## src/rtl/mcdt_pkt_formatter_if.sv

```systemverilog
// Packet output stream of mcdt_pkt_formatter: valid/ready handshake with
// start-of-packet (header) and end-of-packet (last payload) markers.
interface mcdt_pkt_formatter_if;
  logic [31:0] fmt_data_o;
  logic        fmt_valid_o;
  logic        fmt_ready_i;
  logic        fmt_sop_o;
  logic        fmt_eop_o;

  modport master (output fmt_data_o, fmt_valid_o, fmt_sop_o, fmt_eop_o, input fmt_ready_i);
  modport slave  (input fmt_data_o, fmt_valid_o, fmt_sop_o, fmt_eop_o, output fmt_ready_i);
endinterface

```

## src/rtl/mcdt_pkt_formatter.sv

```systemverilog
// Sorts the mcdt word stream into per-channel FIFOs and emits fixed-length
// packets (one header + PKT_LEN payload words) round-robin over a valid/ready stream.
module mcdt_pkt_formatter #(
  parameter int unsigned PKT_LEN = 4,
  parameter logic [7:0]  HDR_TAG = 8'hA5
) (
  input  logic                        clk_i,
  input  logic                        rst_i,
  input  logic [31:0]                 mcdt_data_i,
  input  logic                        mcdt_val_i,
  input  logic [1:0]                  mcdt_id_i,
  mcdt_pkt_formatter_if.master        fmt,
  output logic [2:0]                  ovf_o,
  input  logic                        clr_ovf_i
);
  localparam int unsigned DEPTH = 2 * PKT_LEN;
  localparam int unsigned PW    = $clog2(DEPTH);
  localparam int unsigned CW    = $clog2(DEPTH + 1);

  typedef logic [PW-1:0] ptr_t;
  typedef logic [CW-1:0] cnt_t;
  typedef enum logic [1:0] {IDLE = 2'd0, HDR = 2'd1, PAY = 2'd2} state_t;

  logic [31:0] mem_q [3][DEPTH];
  ptr_t        wr_ptr_q [3];
  ptr_t        rd_ptr_q [3];
  cnt_t        cnt_q [3];
  logic [2:0]  ovf_q;
  logic [7:0]  seq_q [3];
  state_t      state_q;
  logic [1:0]  ch_q;
  logic [1:0]  rr_q;
  logic [3:0]  idx_q;
  logic [31:0] data_q;
  logic        valid_q;
  logic        sop_q;
  logic        eop_q;

  logic [2:0]  wr_s;
  logic [2:0]  pop_s;
  logic [2:0]  acc_s;
  logic [2:0]  set_s;
  logic [2:0]  elig_s;
  logic        gnt_ok_s;
  logic [1:0]  gnt_ch_s;
  logic [1:0]  cand_s;

  function automatic ptr_t ptr_inc(input ptr_t p);
    return (p == ptr_t'(DEPTH - 1)) ? '0 : p + ptr_t'(1);
  endfunction

  function automatic logic [1:0] ch_wrap(input logic [2:0] s);
    return (s >= 3'd3) ? 2'(s - 3'd3) : s[1:0];
  endfunction

  // Per-channel write/pop qualification; a full FIFO that pops this cycle still accepts
  always_comb begin
    wr_s   = 3'b000;
    pop_s  = 3'b000;
    acc_s  = 3'b000;
    set_s  = 3'b000;
    elig_s = 3'b000;
    for (int c = 0; c < 3; c++) begin
      wr_s[c]   = mcdt_val_i && (mcdt_id_i == 2'(c));
      pop_s[c]  = (state_q == PAY) && fmt.fmt_ready_i && (ch_q == 2'(c));
      acc_s[c]  = wr_s[c] && ((cnt_q[c] != cnt_t'(DEPTH)) || pop_s[c]);
      set_s[c]  = wr_s[c] && !acc_s[c];
      elig_s[c] = cnt_q[c] >= cnt_t'(PKT_LEN);
    end
  end

  // Round-robin pick: scanning offsets high to low lets the nearest eligible channel win
  always_comb begin
    gnt_ok_s = 1'b0;
    gnt_ch_s = rr_q;
    cand_s   = rr_q;
    for (int k = 2; k >= 0; k--) begin
      cand_s   = ch_wrap({1'b0, rr_q} + 3'(k));
      gnt_ok_s = gnt_ok_s | elig_s[cand_s];
      gnt_ch_s = elig_s[cand_s] ? cand_s : gnt_ch_s;
    end
  end

  // FIFO pointers, occupancy and sticky overflow flags (set beats clear)
  always_ff @(posedge clk_i or posedge rst_i) begin
    if (rst_i) begin
      for (int c = 0; c < 3; c++) begin
        wr_ptr_q[c] <= '0;
        rd_ptr_q[c] <= '0;
        cnt_q[c]    <= '0;
      end
      ovf_q <= 3'b000;
    end else begin
      for (int c = 0; c < 3; c++) begin
        if (acc_s[c]) wr_ptr_q[c] <= ptr_inc(wr_ptr_q[c]);
        if (pop_s[c]) rd_ptr_q[c] <= ptr_inc(rd_ptr_q[c]);
        case ({acc_s[c], pop_s[c]})
          2'b10:   cnt_q[c] <= cnt_q[c] + cnt_t'(1);
          2'b01:   cnt_q[c] <= cnt_q[c] - cnt_t'(1);
          default: cnt_q[c] <= cnt_q[c];
        endcase
      end
      ovf_q <= (clr_ovf_i ? 3'b000 : ovf_q) | set_s;
    end
  end

  // FIFO storage array
  always_ff @(posedge clk_i) begin
    for (int c = 0; c < 3; c++) begin
      if (acc_s[c]) mem_q[c][wr_ptr_q[c]] <= mcdt_data_i;
    end
  end

  // Packet FSM; outputs are loaded one beat ahead so they stay registered and hold under stall
  always_ff @(posedge clk_i or posedge rst_i) begin
    if (rst_i) begin
      state_q <= IDLE;
      ch_q    <= 2'd0;
      rr_q    <= 2'd0;
      idx_q   <= 4'd0;
      for (int c = 0; c < 3; c++) seq_q[c] <= 8'd0;
      data_q  <= 32'd0;
      valid_q <= 1'b0;
      sop_q   <= 1'b0;
      eop_q   <= 1'b0;
    end else begin
      case (state_q)
        IDLE: begin
          if (gnt_ok_s) begin
            state_q <= HDR;
            ch_q    <= gnt_ch_s;
            data_q  <= {HDR_TAG, 6'd0, gnt_ch_s, seq_q[gnt_ch_s], 8'(PKT_LEN)};
            valid_q <= 1'b1;
            sop_q   <= 1'b1;
            eop_q   <= 1'b0;
          end
        end
        HDR: begin
          if (fmt.fmt_ready_i) begin
            state_q <= PAY;
            idx_q   <= 4'd0;
            data_q  <= mem_q[ch_q][rd_ptr_q[ch_q]];
            sop_q   <= 1'b0;
            eop_q   <= (PKT_LEN == 32'd1);
          end
        end
        PAY: begin
          if (fmt.fmt_ready_i) begin
            if (idx_q == 4'(PKT_LEN - 1)) begin
              state_q      <= IDLE;
              seq_q[ch_q]  <= seq_q[ch_q] + 8'd1;
              rr_q         <= ch_wrap({1'b0, ch_q} + 3'd1);
              data_q       <= 32'd0;
              valid_q      <= 1'b0;
              eop_q        <= 1'b0;
            end else begin
              idx_q  <= idx_q + 4'd1;
              data_q <= mem_q[ch_q][ptr_inc(rd_ptr_q[ch_q])];
              eop_q  <= ((idx_q + 4'd1) == 4'(PKT_LEN - 1));
            end
          end
        end
        default: begin
          state_q <= IDLE;
          valid_q <= 1'b0;
          sop_q   <= 1'b0;
          eop_q   <= 1'b0;
        end
      endcase
    end
  end

  assign fmt.fmt_data_o  = data_q;
  assign fmt.fmt_valid_o = valid_q;
  assign fmt.fmt_sop_o   = sop_q;
  assign fmt.fmt_eop_o   = eop_q;
  assign ovf_o           = ovf_q;

endmodule

```

## src/flat_wrapper.sv

```systemverilog
// flat-port wrapper written by rule: the top's interface ports become plain ports
module mcdt_pkt_formatter_flat 
#(
  parameter int unsigned PKT_LEN = 4,
  parameter logic [7:0]  HDR_TAG = 8'hA5
)
  (clk_i, rst_i, mcdt_data_i, mcdt_val_i, mcdt_id_i, ovf_o, clr_ovf_i, fmt_fmt_data_o, fmt_fmt_valid_o, fmt_fmt_sop_o, fmt_fmt_eop_o, fmt_fmt_ready_i);
  mcdt_pkt_formatter_if fmt_i ();
  input  logic clk_i;
  input  logic rst_i;
  input  logic [31:0] mcdt_data_i;
  input  logic mcdt_val_i;
  input  logic [1:0] mcdt_id_i;
  output logic [2:0] ovf_o;
  input  logic clr_ovf_i;
  output wire logic [$bits(fmt_i.fmt_data_o)-1:0] fmt_fmt_data_o;
  output wire logic [$bits(fmt_i.fmt_valid_o)-1:0] fmt_fmt_valid_o;
  output wire logic [$bits(fmt_i.fmt_sop_o)-1:0] fmt_fmt_sop_o;
  output wire logic [$bits(fmt_i.fmt_eop_o)-1:0] fmt_fmt_eop_o;
  input wire logic [$bits(fmt_i.fmt_ready_i)-1:0] fmt_fmt_ready_i;
  assign fmt_fmt_data_o = fmt_i.fmt_data_o;
  assign fmt_fmt_valid_o = fmt_i.fmt_valid_o;
  assign fmt_fmt_sop_o = fmt_i.fmt_sop_o;
  assign fmt_fmt_eop_o = fmt_i.fmt_eop_o;
  assign fmt_i.fmt_ready_i = fmt_fmt_ready_i;
  mcdt_pkt_formatter #(.PKT_LEN(PKT_LEN), .HDR_TAG(HDR_TAG)) u_core (.clk_i(clk_i), .rst_i(rst_i), .mcdt_data_i(mcdt_data_i), .mcdt_val_i(mcdt_val_i), .mcdt_id_i(mcdt_id_i), .fmt(fmt_i), .ovf_o(ovf_o), .clr_ovf_i(clr_ovf_i));
endmodule
```

## config.mk

```make
export PLATFORM = sky130hd
export DESIGN_NAME = mcdt_pkt_formatter_flat
export DESIGN_NICKNAME = d
export VERILOG_FILES = /design/src/rtl/mcdt_pkt_formatter_if.sv /design/src/rtl/mcdt_pkt_formatter.sv /design/src/flat_wrapper.sv
export SDC_FILE = /design/constraint.sdc
export NUM_CORES = 1
export LEC_CHECK = 0
export CORE_UTILIZATION = 45
export CTS_CLUSTER_DIAMETER = 120
export DETAILED_ROUTE_END_ITERATION = 16
export PLACE_DENSITY_LB_ADDON = 0.25
export SYNTH_ARGS = -nofsm -noshare
export SYNTH_HDL_FRONTEND = slang
export SYNTH_SLANG_ARGS = --single-unit
```

## constraint.sdc

```tcl
create_clock -name clk_i -period 9.8 [get_ports clk_i]
set_input_delay 0.98 -clock clk_i [delete_from_list [all_inputs] [get_ports clk_i]]
set_output_delay 0.98 -clock clk_i [all_outputs]
set_load 0.02 [all_outputs]
```

==> summary.txt <==
GRT
  • First-pass GRT wire length: 148,100 um
  • Initial antenna violation count: 2
  • Largest net degree at the start of global routing: 91
  • Grt total ovfl: 0
  • Vias in the first global route: 22,900
  • Tot GR Track Use: 0.2252

Setup path
  • Endpoint class of the critical path: flop
  • Critical path origin: u_core.ch_q[0]$_DFFE_PP0P_
  • Worst path cell trace: and2b_1 -> a2bb2oi_4 -> buf_4 -> inv_6 -> ha_4 -> buf_4 -> mux4_2 -> nor2_1 -> a21oi_1 -> a31oi_1 -> a31oi_1
  • Crit path launch type: flop
  • Critical path class: reg2reg
  • Worst path slowest cell: dfrtp_4
  • RR Startpoint: u_core.ch_q[0]$_DFFE_PP0P_
  • CP peak stage delay: 1.02 ns
  • Crit path max fanout: 90
  • Worst Reg-to-Reg Cells: 11
  • Required time worst endpoint: 10.29 ns
  • Flop2flop setup slack: 4.52 ns
  • Endpoint of the worst-slack reg-to-reg timing path: u_core.fmt.fmt_data_o[17]$_DFFE_PP0P_
  • CP arrival: 5.77 ns

Clock tree
  • CTS Buffer Depth: 3
  • Clock insertion delay at the later pin of the skew report: 0.64 ns
  • Cts hold-fix bufs: 0
  • CTS clk-pin slew, worst paths: 0.06 ns
  • Number of H-tree levels: 3
  • Setup bufs post-CTS: 0
  • Post-cts resize count: 0
  • Root buffer cell: clkbuf_16
  • CTS tree: yes
  • Clock sinks: 870
  • CTS Buf Count: 91

Worst hold path
  • Worst Hold End: u_core.fmt.fmt_eop_o$_DFFE_PP0P_
  • Hold depth: 1
  • Hold_sp: u_core.fmt.fmt_eop_o$_DFFE_PP0P_
  • Worst hold path class: reg2reg

Drt
  • Routed length per instance: 25.79 um
  • DR vias: 22,770
  • DR DRC count: 0
  • Drt first pass iters: 5
  • DRT iter0 DRCs: 2,017
  • Post-DRT Antenna Nets: 0
  • Final wirelength: 100,300 um
  • Vias per cell: 5.857

Die
  • Core Box Area: 85,680 um^2
  • # rows: 107
  • Die Ht: 296.9 um
  • Die area: 88,130 um^2
  • I/O pin count: 77
  • Die Span X: 296.9 um
  • Initial core utilization: 0.4566

Logic synthesis
  • Post-synth cell types: 78
  • Syn_nets: 2,682
  • Most used flip-flop cell after synthesis: edfxtp_1
  • Post-Synthesis Cells: 2,607
  • Number of synthesized flops with an enable pin: 768
  • Syn_area_per_cell: 15.01 um^2
  • Register area share after synthesis: 0.6547
  • Syn. warnings: 0
  • Post-Syn Area: 39,120 um^2
  • Yosys reg bits: 870
  • Async S/R FF share, synth: 0.1172

STA
  • Period utilisation layout: 0.5385
  • Final hold violation count: 0
  • Finish-stage setup viols: 0
  • Max Transition Viols Final: 0
  • Min Tclk post-route: 5.277 ns
  • Setup TNS Final: 0 ns
  • Rel. slew slack: 0.1106
  • F_max: 189.5 MHz
  • Worst slew pin tran: 1.333 ns
  • RSZ-0062 raised after global routing: false
  • Worst Clk Skew: 0.01295 ns

Place
  • Routability-driven placement congestion ratio: 0.8199
  • Hpwl dp: 52,130 um
  • Port buffer count: 76

Final layout
  • Nets: 2,742
  • Area growth syn-to-layout: 12.41%
  • Share of layout cells above drive strength 1: 0.1903

Pwr
  • Maximum VDD drop: 0.1889 mV
  • Tot Pwr: 12,020 uW
  • Static leakage: 0.01613 uW
  • PD cells: 273.3 nW/um^2

Status
  • Status: completed

Run
  • Max-cap violations: 0
-- layout make-up --
cell class              instances  area (um^2)
inverters                      21        93.84
fillers                      7060        41700
multi-input cells            1558        12800
diodes                          1        2.502
repair buffers                125         1129
well taps                    1144         1431
clock buffers                 122         2435
clock inverters                47        470.5
flip-flops and latches        870        25620
-- where the power goes --
part	internal [uW]	leakage [uW]	switching (uW)
Clock	1960	0.00141	1420
Combinational	1690	0.00647	2420
Sequential	4280	0.00825	251
-- worst max-delay path: cells and delay by family (launching register included) --
family                     cells  cell delay [ns]
adders and majority gates      1             0.87
DFF                            1             1.02
muxes                          1             0.57
and+or+nand+nor                2             0.54
AOI/OAI and AO/OA              4             0.56
buffers and inverters          3             1.47
-- metal layers --
metal / up-vias / routed length, um / global-route usage
li1: 10090 / - / -
met1: 11670 / 43320 / 0.3073
met2: 809 / 48290 / 0.3712
met3: 204 / 5567 / 0.02919
met4: 2 / 3100 / 0.07842
met5: - / 11 / 0
-- flip-flops by register name, summed over array words and instances, names as in the netlist, 3 cells and up --
signal	cells
u_core.wr_ptr_q	9
u_core.seq_q	24
u_core.rd_ptr_q	9
u_core.cnt_q	12
u_core.ovf_o	3
u_core.idx_q	4
u_core.mem_q	768
u_core.fmt.fmt_data_o	32
-- worst max-delay path by stage --
stage,to
2_1_floorplan,u_core.mem_q[2][160]$_DFFE_PP_
3_5_place_dp,u_core.fmt.fmt_data_o[17]$_DFFE_PP0P_
5_1_grt,u_core.fmt.fmt_data_o[17]$_DFFE_PP0P_
6_report,u_core.fmt.fmt_data_o[17]$_DFFE_PP0P_
4_1_cts,u_core.fmt.fmt_data_o[17]$_DFFE_PP0P_
3_3_place_gp,u_core.fmt.fmt_data_o[17]$_DFFE_PP0P_
-- cell families after synthesis --
family | Yosys count | share of synthesized area
AO/OA/AOI/OAI | 242 | 0.04074
XOR/XNOR | 23 | 0.005533
adder cells (fa/ha/maj) | 37 | 0.01180
buffers and inverters | 179 | 0.02363
flip-flops | 870 | 0.6547
multiplexers | 693 | 0.1984
AND/OR/NAND/NOR | 563 | 0.06514
-- metrics by stage --
| step | std cells | setup WS [ns] | cell area [um^2] | utilization | hold slack [ns] |
|---|---|---|---|---|---|
| after floorplan | 2607 | 3.938 | 39120 | - | 0.4656 |
| after global placement | 3718 | 4.602 | 41070 | 0.4793 | 0.4805 |
| after detailed placement | 3718 | 4.538 | 41070 | 0.4793 | 0.5023 |
| after CTS | 3887 | 4.527 | 43980 | 0.5132 | 0.5144 |
| after global routing | 3888 | 4.252 | 43980 | 0.5133 | 0.5461 |
| final | 3888 | 4.523 | 43980 | 0.5133 | 0.5160 |
-- cell usage after synthesis (28+ instances only) --
master    instances  share of area
edfxtp_1        768           0.59
mux2i_1         392           0.10
mux2_2          261          0.075
nor2_1          259          0.025
nand2_1         116          0.011
dfrtp_1         102          0.065
nor3_1           75         0.0096
o21ai_0          72         0.0092
buf_2            70         0.0090
clkbuf_1         50         0.0048
mux4_2           40          0.023
ha_1             36          0.012
a21oi_1          35         0.0045
nand3_1          28         0.0036
-- placed cells by master (no fill, tap or decap), drive strengths merged, types with 6 or more instances in the layout --
master,synthesis,routed
edfxtp,768,768
mux2i,392,392
mux2,261,261
nor2,260,260
clkbuf,50,122
nand2,116,116
dfrtp,102,102
o21ai,99,99
clkdlybuf4s50,0,76
nor3,76,76
buf,108,49
mux4,40,40
ha,36,36
a21oi,35,35
clkinv,0,32
nand3,28,28
inv,21,25
a211oi,24,24
or4,17,17
nor3b,14,14
xor2,13,13
xnor2,10,10
a31oi,9,9
nand2b,9,9
nor4,9,9
bufinv,0,8
o22ai,7,7
a22o,6,6
o31ai,6,6
a21o,6,6
Note: power is estimated with default switching activity, not from simulation.
